$ cat src/rtl/mem_port_arbiter_if.sv
// Bus bundle between the LSU/fetch requesters, the arbiter and the shared memory.
// slave = arbiter view, master = requester/memory (environment) view.
interface mem_port_arbiter_if #(
  parameter int WIDTH = 32
);
  logic             lsu_req;
  logic [WIDTH-1:0] lsu_addr;
  logic [WIDTH-1:0] lsu_wdata;
  logic             lsu_we;
  logic             lsu_gnt;
  logic             lsu_rvalid;
  logic [WIDTH-1:0] lsu_rdata;

  logic             if_req;
  logic [WIDTH-1:0] if_addr;
  logic             if_gnt;
  logic             if_rvalid;
  logic [WIDTH-1:0] if_rdata;

  logic             mem_en;
  logic             mem_we;
  logic [WIDTH-1:0] mem_addr;
  logic [WIDTH-1:0] mem_wdata;
  logic [WIDTH-1:0] mem_rdata;

  // Handshake: a requester raises req with addr/wdata/we stable and holds all of
  // them until the cycle gnt is high; the transfer is accepted in that cycle and
  // inputs may change in the next. Exactly one rvalid cycle follows two cycles later.
  modport slave (
    input  lsu_req, lsu_addr, lsu_wdata, lsu_we,
    output lsu_gnt, lsu_rvalid, lsu_rdata,
    input  if_req, if_addr,
    output if_gnt, if_rvalid, if_rdata,
    output mem_en, mem_we, mem_addr, mem_wdata,
    input  mem_rdata
  );

  modport master (
    output lsu_req, lsu_addr, lsu_wdata, lsu_we,
    input  lsu_gnt, lsu_rvalid, lsu_rdata,
    output if_req, if_addr,
    input  if_gnt, if_rvalid, if_rdata,
    input  mem_en, mem_we, mem_addr, mem_wdata,
    output mem_rdata
  );
endinterface

$ cat src/rtl/mem_port_arbiter.sv
// Round-robin arbiter sharing one single-port synchronous memory between the LSU
// and instruction fetch, sequencing each access through IDLE -> ACCESS -> RESP.
module mem_port_arbiter #(
  parameter int WIDTH = 32
) (
  input  logic                clk,
  input  logic                rst,
  mem_port_arbiter_if.slave   bus,
  output logic [1:0]          dbg_state_o
);

  typedef enum logic [1:0] {
    IDLE   = 2'd0,
    ACCESS = 2'd1,
    RESP   = 2'd2
  } state_t;

  localparam logic OWN_IF  = 1'b0;
  localparam logic OWN_LSU = 1'b1;

  state_t           state_q;
  logic             owner_q;
  logic             last_owner_q;
  logic             we_q;
  logic             mem_en_q;
  logic             mem_we_q;
  logic [WIDTH-1:0] mem_addr_q;
  logic [WIDTH-1:0] mem_wdata_q;
  logic             lsu_rvalid_q;
  logic             if_rvalid_q;

  logic eligible;
  logic pick_lsu;
  logic lsu_gnt_c;
  logic if_gnt_c;

  // On a tie the port that did not win last time is chosen; gnt is masked in reset.
  always_comb begin
    eligible  = (state_q == IDLE) || (state_q == RESP);
    pick_lsu  = bus.lsu_req && (!bus.if_req || (last_owner_q == OWN_IF));
    lsu_gnt_c = !rst && eligible && pick_lsu;
    if_gnt_c  = !rst && eligible && bus.if_req && !pick_lsu;
  end

  always_ff @(posedge clk or posedge rst) begin
    if (rst) begin
      state_q      <= IDLE;
      owner_q      <= OWN_IF;
      last_owner_q <= OWN_IF;
      we_q         <= 1'b0;
      mem_en_q     <= 1'b0;
      mem_we_q     <= 1'b0;
      mem_addr_q   <= '0;
      mem_wdata_q  <= '0;
      lsu_rvalid_q <= 1'b0;
      if_rvalid_q  <= 1'b0;
    end else begin
      mem_en_q     <= 1'b0;
      mem_we_q     <= 1'b0;
      mem_addr_q   <= '0;
      mem_wdata_q  <= '0;
      lsu_rvalid_q <= 1'b0;
      if_rvalid_q  <= 1'b0;
      case (state_q)
        IDLE, RESP: begin
          if (lsu_gnt_c) begin
            owner_q      <= OWN_LSU;
            last_owner_q <= OWN_LSU;
            we_q         <= bus.lsu_we;
            mem_en_q     <= 1'b1;
            mem_we_q     <= bus.lsu_we;
            mem_addr_q   <= bus.lsu_addr;
            mem_wdata_q  <= bus.lsu_wdata;
            state_q      <= ACCESS;
          end else if (if_gnt_c) begin
            owner_q      <= OWN_IF;
            last_owner_q <= OWN_IF;
            we_q         <= 1'b0;
            mem_en_q     <= 1'b1;
            mem_addr_q   <= bus.if_addr;
            state_q      <= ACCESS;
          end else begin
            state_q      <= IDLE;
          end
        end
        ACCESS: begin
          lsu_rvalid_q <= (owner_q == OWN_LSU);
          if_rvalid_q  <= (owner_q == OWN_IF);
          state_q      <= RESP;
        end
        default: state_q <= IDLE;
      endcase
    end
  end

  // mem_rdata is valid in RESP, so read data is steered straight through to the owner.
  always_comb begin
    bus.lsu_gnt    = lsu_gnt_c;
    bus.if_gnt     = if_gnt_c;
    bus.lsu_rvalid = lsu_rvalid_q;
    bus.if_rvalid  = if_rvalid_q;
    bus.lsu_rdata  = (lsu_rvalid_q && !we_q) ? bus.mem_rdata : '0;
    bus.if_rdata   = if_rvalid_q ? bus.mem_rdata : '0;
    bus.mem_en     = mem_en_q;
    bus.mem_we     = mem_we_q;
    bus.mem_addr   = mem_addr_q;
    bus.mem_wdata  = mem_wdata_q;
    dbg_state_o    = state_q;
  end

endmodule

$ cat src/flat_wrapper.sv
// flat-port wrapper written by rule: the top's interface ports become plain ports
module mem_port_arbiter_flat 
#(
  parameter int WIDTH = 32
)
  (clk, rst, dbg_state_o, bus_lsu_req, bus_lsu_addr, bus_lsu_wdata, bus_lsu_we, bus_lsu_gnt, bus_lsu_rvalid, bus_lsu_rdata, bus_if_req, bus_if_addr, bus_if_gnt, bus_if_rvalid, bus_if_rdata, bus_mem_en, bus_mem_we, bus_mem_addr, bus_mem_wdata, bus_mem_rdata);
  mem_port_arbiter_if #(.WIDTH(WIDTH)) bus_i ();
  input  logic clk;
  input  logic rst;
  output logic [1:0] dbg_state_o;
  input wire logic [$bits(bus_i.lsu_req)-1:0] bus_lsu_req;
  input wire logic [$bits(bus_i.lsu_addr)-1:0] bus_lsu_addr;
  input wire logic [$bits(bus_i.lsu_wdata)-1:0] bus_lsu_wdata;
  input wire logic [$bits(bus_i.lsu_we)-1:0] bus_lsu_we;
  output wire logic [$bits(bus_i.lsu_gnt)-1:0] bus_lsu_gnt;
  output wire logic [$bits(bus_i.lsu_rvalid)-1:0] bus_lsu_rvalid;
  output wire logic [$bits(bus_i.lsu_rdata)-1:0] bus_lsu_rdata;
  input wire logic [$bits(bus_i.if_req)-1:0] bus_if_req;
  input wire logic [$bits(bus_i.if_addr)-1:0] bus_if_addr;
  output wire logic [$bits(bus_i.if_gnt)-1:0] bus_if_gnt;
  output wire logic [$bits(bus_i.if_rvalid)-1:0] bus_if_rvalid;
  output wire logic [$bits(bus_i.if_rdata)-1:0] bus_if_rdata;
  output wire logic [$bits(bus_i.mem_en)-1:0] bus_mem_en;
  output wire logic [$bits(bus_i.mem_we)-1:0] bus_mem_we;
  output wire logic [$bits(bus_i.mem_addr)-1:0] bus_mem_addr;
  output wire logic [$bits(bus_i.mem_wdata)-1:0] bus_mem_wdata;
  input wire logic [$bits(bus_i.mem_rdata)-1:0] bus_mem_rdata;
  assign bus_i.lsu_req = bus_lsu_req;
  assign bus_i.lsu_addr = bus_lsu_addr;
  assign bus_i.lsu_wdata = bus_lsu_wdata;
  assign bus_i.lsu_we = bus_lsu_we;
  assign bus_lsu_gnt = bus_i.lsu_gnt;
  assign bus_lsu_rvalid = bus_i.lsu_rvalid;
  assign bus_lsu_rdata = bus_i.lsu_rdata;
  assign bus_i.if_req = bus_if_req;
  assign bus_i.if_addr = bus_if_addr;
  assign bus_if_gnt = bus_i.if_gnt;
  assign bus_if_rvalid = bus_i.if_rvalid;
  assign bus_if_rdata = bus_i.if_rdata;
  assign bus_mem_en = bus_i.mem_en;
  assign bus_mem_we = bus_i.mem_we;
  assign bus_mem_addr = bus_i.mem_addr;
  assign bus_mem_wdata = bus_i.mem_wdata;
  assign bus_i.mem_rdata = bus_mem_rdata;
  mem_port_arbiter #(.WIDTH(WIDTH)) u_core (.clk(clk), .rst(rst), .bus(bus_i), .dbg_state_o(dbg_state_o));
endmodule
$ cat config.mk
export PLATFORM = sky130hd
export DESIGN_NAME = mem_port_arbiter_flat
export DESIGN_NICKNAME = d
export VERILOG_FILES = /design/src/rtl/mem_port_arbiter_if.sv /design/src/rtl/mem_port_arbiter.sv /design/src/flat_wrapper.sv
export SDC_FILE = /design/constraint.sdc
export NUM_CORES = 1
export LEC_CHECK = 0
export ABC_AREA = 0
export CORE_AREA = 2 2 104 106
export CTS_BUF_LIST = sky130_fd_sc_hd__clkbuf_8
export DETAILED_ROUTE_END_ITERATION = 10
export DIE_AREA = 0 0 106 108
export PLACE_DENSITY = 0.75
export SETUP_SLACK_MARGIN = 0.1
export SKIP_LAST_GASP = 1
export SLEW_MARGIN = 15
export SYNTH_ARGS = -nofsm -noshare
export SYNTH_HDL_FRONTEND = slang
export SYNTH_SLANG_ARGS = --single-unit
$ cat constraint.sdc
create_clock -name clk -period 4.8 [get_ports clk]
set_clock_uncertainty 0.15 [all_clocks]
set_input_delay 0.96 -clock clk [delete_from_list [all_inputs] [get_ports clk]]
set_output_delay 0.96 -clock clk [all_outputs]
set_load 0.02 [all_outputs]
# After elaboration in Yosys (flattened, before gate mapping)
# Cells that the tools add are included.
dict set report word_totals {
  regBits 72
  input_bits 133
  output_inout_bits 136
  romBits 0
  latch_bits 0
  ramBits 0
  elab_cells 48
  mem_count 0
}
dict set report classes {
  bitwise 1
  reduce_logical 16
  muxes 20
  n_mul 0
  eq_ne 2
  n_div 0
  add_sub_neg 0
  shift 0
  order_cmp 0
}
# operator n
set ops {}
lappend ops {{$mux W32} 7}
lappend ops {{$mux W1} 11}
lappend ops {{$logic_and A1 B1 Y1} 6}
lappend ops {{$logic_not A1 Y1} 4}
lappend ops {{$pmux W2 S2} 1}
lappend ops {{$eq A2 B1 Y1 const B} 1}
lappend ops {{$eq A2 B2 Y1 const B} 1}
lappend ops {{$logic_not A2 Y1} 1}
lappend ops {{$logic_or A1 B1 Y1} 2}
lappend ops {{$mux W2} 1}
lappend ops {{$reduce_and A2 Y1} 1}
lappend ops {{$reduce_bool A2 Y1} 1}
lappend ops {{$reduce_or A2 Y1} 1}
lappend ops {{$not A1 Y1} 1}

# Logic depth before layout (Yosys ltp)
dict set report depth {
  depth_word 8
  depth_mapped 6
  ltp_nobuf 3
}

# Least setup slack after synthesis
# No wires, ideal clock.
dict set report synth_timing {
  path_kind {input to output}
  startpoint {input port rst}
  endpoint {output port bus_lsu_gnt}
  stages 4
  setup_slack_ns 2.146
  t_required_ns 3.690
  path_buffers 2
  arrival_time_ns 1.544
  cell_sequence {nor2_1 > and3_1 > buf_6 > buf_2}
}
dict set report synth_via {
  elab_chain_cells 3
}
# element line_no
set synth_rtl {}
lappend synth_rtl {{start, declared} flat_wrapper.sv:9} ;# input logic rst;
lappend synth_rtl {{$logic_not A1 Y1} mem_port_arbiter.sv:41} ;# lsu_gnt_c = !rst && eligible && pick_lsu;
lappend synth_rtl {{$logic_and A1 B1 Y1 (2 in series)} mem_port_arbiter.sv:41}
lappend synth_rtl {{end, declared} flat_wrapper.sv:15} ;# output wire logic [$bits(bus_i.lsu_gnt)-1:0] bus_lsu_gnt;
# Every way passes these cells.

# Final worst setup path
dict set report layout_timing {
  startpoint {input port rst}
  endpoint {output port bus_if_gnt}
}
dict set report layout_via {
  elab_chain_cells 4
}
# element line_no
set layout_rtl {}
lappend layout_rtl {{$logic_not A1 Y1} mem_port_arbiter.sv:42} ;# if_gnt_c = !rst && eligible && bus.if_req && !pick_lsu;
lappend layout_rtl {{$logic_and A1 B1 Y1 (3 in series)} mem_port_arbiter.sv:42}
lappend layout_rtl {{end, declared} flat_wrapper.sv:20} ;# output wire logic [$bits(bus_i.if_gnt)-1:0] bus_if_gnt;
# Every way passes these cells.

==> metrics.md <==
| Metric | Value |
|---|---|
| Die Area | 0.0114 sq mm |
| Post-synthesis register bit count | 71 |
| Die Wd | 106 microns |
| DR vias | 2719 |
| Relative slew slack | 50.3% |
| Cts hold-fix bufs | 0 |
| Pre-antenna DRT Iters | 4 |
| Arr. time, crit path | 2.44 ns |
| Post-Syn Area | 0.00289 sq mm |
| Final wirelength | 9.53 mm |
| Final WS setup | 1.25 ns |
| Reg clk slew, reported paths | 0.07 ns |
| Setup repair bufs after CTS | 0 |
| Post-synth top area share | 61.6% |
| Vias in the first global route | 2737 |
| Worst Path Max Fanout | 4 |
| Leading area contributor after synthesis | dfrtp_1 |
| Power per Cell Area | 261 mW/mm^2 |
| Synth warn | 0 |
| Num ports | 269 |
| Layout cell share with drive strength beyond 1 | 4.37% |
| Slew Limit Fails | 0 |
| Pre-CTS setup slack | 1.23 ns |
| CP Capture Type | primary output |
| All-layer global routing usage | 16.3% |
| Tot Pwr | 1.52 mW |
| Avg Cell Area, Syn | 12.3 sq um |
| Worst Path Required | 3.69 ns |
| Worst Tran Pin Value | 0.746 ns |
| Most Frequent Cell on Critical Path | clkdlybuf4s50_1 |
| Antenna violations before repair | 0 |
| GP Congestion | 0.750 |
| Crit-path slowest cell | clkdlybuf4s50_1 |
| Crit Path Category | input pin to primary output |
| HP Class | register to register |
| Maxcap violations | 0 |
| Vias per cell | 4.25 |
| Total CTS buffers | 9 |
| Synthesis-to-layout area growth | 102% |
| Port bufs | 268 |
| Core Area | 0.0102 sq mm |
| Clk Latency, worst-skew pair | 0.35 ns |
| Largest cells by area after synthesis | dfrtp_1, and2_1, a22o_1 |
| Outcome | complete, no violations |
| Post-route DRC | 0 |
| Final hold viol count | 0 |
| Clk sink count | 71 |
| Max Buffers Root-to-Sink | 2 |
| CTS tree | done |
| Yosys cell types | 16 |
| Largest net degree at the start of global routing | 68 |
| Cell count after synthesis | 235 |
| Syn_nets | 368 |
| R2R Setup Slk | 3.01 ns |
| Slowest stage delay, CP | 0.65 ns |
| Die Y | 108 microns |
| Minimum clock period | 3.55 ns |
| Cell row count | 37 |
| Max IR drop VDD | 0.000184 V |
| Detailed Route Iter0 Violations | 108 |
| Remaining Overflow, GRT | 0 |
| # resized after CTS | 0 |
| Worst setup SP type | input pin |
| Ant. Diodes | 0 |
| Register area share after synthesis | 61.6% |
| Period utilisation layout | 74.0% |
| H-tree Lvls | 3 |
| Endpoints failing setup | 0 |
| Post-detailed-route count of antenna-violating nets | 0 |
| Final net count | 632 |
| Setup total negative slack | 0 ns |
| Wire per inst | 14.9 microns |
| CTS Root Cell | clkbuf_8 |
| RSZ-0062 raised after global routing | no |
| CP cell instances | clkdlybuf4s50_1 -> nor2_1 -> and3_1 -> clkdlybuf4s50_1 |
| P_leak | 2.52 nW |
| Achievable Freq | 0.282 GHz |
| Initial core utilization | 28.2% |
| First-pass GRT wire length | 14.2 mm |
==> state kept, by name, summed over array words and instances (netlist names) <==
register               count
u_core.bus.mem_en          1
u_core.we_q                1
u_core.bus.mem_wdata      32
u_core.bus.mem_addr       32
u_core.bus.lsu_rvalid      1
u_core.bus.if_rvalid       1
u_core.dbg_state_o         1
u_core.owner_q             1
u_core.bus.mem_we          1
==> cells by family (layout without fill, tap and decap cells) <==
| kind of cell | count (synthesis) | after routing | share of synthesized area [%] |
|---|---|---|---|
| AND/OR/NAND/NOR | 109 | 109 | 23.2 |
| AO/OA/AOI/OAI | 35 | 35 | 10.5 |
| flip-flops | 71 | 71 | 61.6 |
| buffers and inverters | 20 | 289 | 4.68 |
==> final timing paths <==
kind | startpoint | endpoint | cells past startpoint
hold reg to reg | u_core.dbg_state_o[1] | u_core.dbg_state_o[1] | 1
setup / recovery | rst | bus_if_gnt | 4
setup reg to reg | u_core.bus.mem_en | u_core.bus.mem_addr[22] | 4
min in group asynchronous | rst | u_core.bus.mem_en | 2
max in group asynchronous | rst | u_core.bus.mem_addr[31] | 3
hold / removal | u_core.dbg_state_o[1] | u_core.dbg_state_o[1] | 1
==> metal layers <==
| metal | share of wire [%] | track usage (%) |
|---|---|---|
| met1 | 33 | 16.6 |
| met2 | 50 | 28.2 |
| met3 | 13 | 6.99 |
| met4 | 3.6 | 9.40 |
| met5 | 0 | 0 |
==> synth_stat cells <==
cell type	instances
nor2_1	2
a22o_1	32
buf_6	7
a21o_1	2
inv_1	1
clkbuf_1	8
o31a_1	1
dfrtp_1	71
and3_1	2
nor3_1	1
buf_2	3
buf_4	1
nand2_1	2
nor2b_1	3
and2_1	98
nand2b_1	1
==> per-stage QoR <==
step                      hold WS, ns  area, sq um  cells  utilization (%)
after floorplan                 0.300         2890    235                -
after global placement          0.291         5640    624             55.1
after detailed placement        0.284         5640    624             55.1
after CTS                       0.300         5840    640             57.1
after global routing            0.336         5840    640             57.1
final                           0.294         5840    640             57.1
==> cell type report <==
class | count | area [sq um]
Timing Repair Buffer | 272 | 2710
Tap cell | 136 | 170
Fill cell | 888 | 4390
Sequential cell | 71 | 1780
Multi-Input combinational cell | 144 | 976
Clock inverter | 6 | 60.1
Clock buffer | 10 | 138
Inverter | 1 | 3.75
==> report_power, final <==
| part | total (mW) | internal [mW] | switching [mW] |
|---|---|---|---|
| Combinational | 0.397 | 0.230 | 0.167 |
| Clock | 0.476 | 0.251 | 0.225 |
| Sequential | 0.649 | 0.633 | 0.0165 |
| Total | 1.52 | 1.11 | 0.408 |
==> worst max-delay path, delay by kind of cell <==
family | cells | cell delay (ns)
buf+inv | 2 | 1.12
simple gates | 2 | 0.36
==> placed cells by master (no fill, tap or decap), types with 2 or more instances in the layout <==
cell type        instances
clkinvlp_4               2
nor2_1                   2
buf_4                    4
clkinv_2                 3
dfrtp_1                 71
nand2_1                  2
a22o_1                  32
a21o_1                   2
clkbuf_8                10
nor2b_1                  3
clkdlybuf4s50_1        268
and2_1                  98
Power figures use the tool's default switching activity.
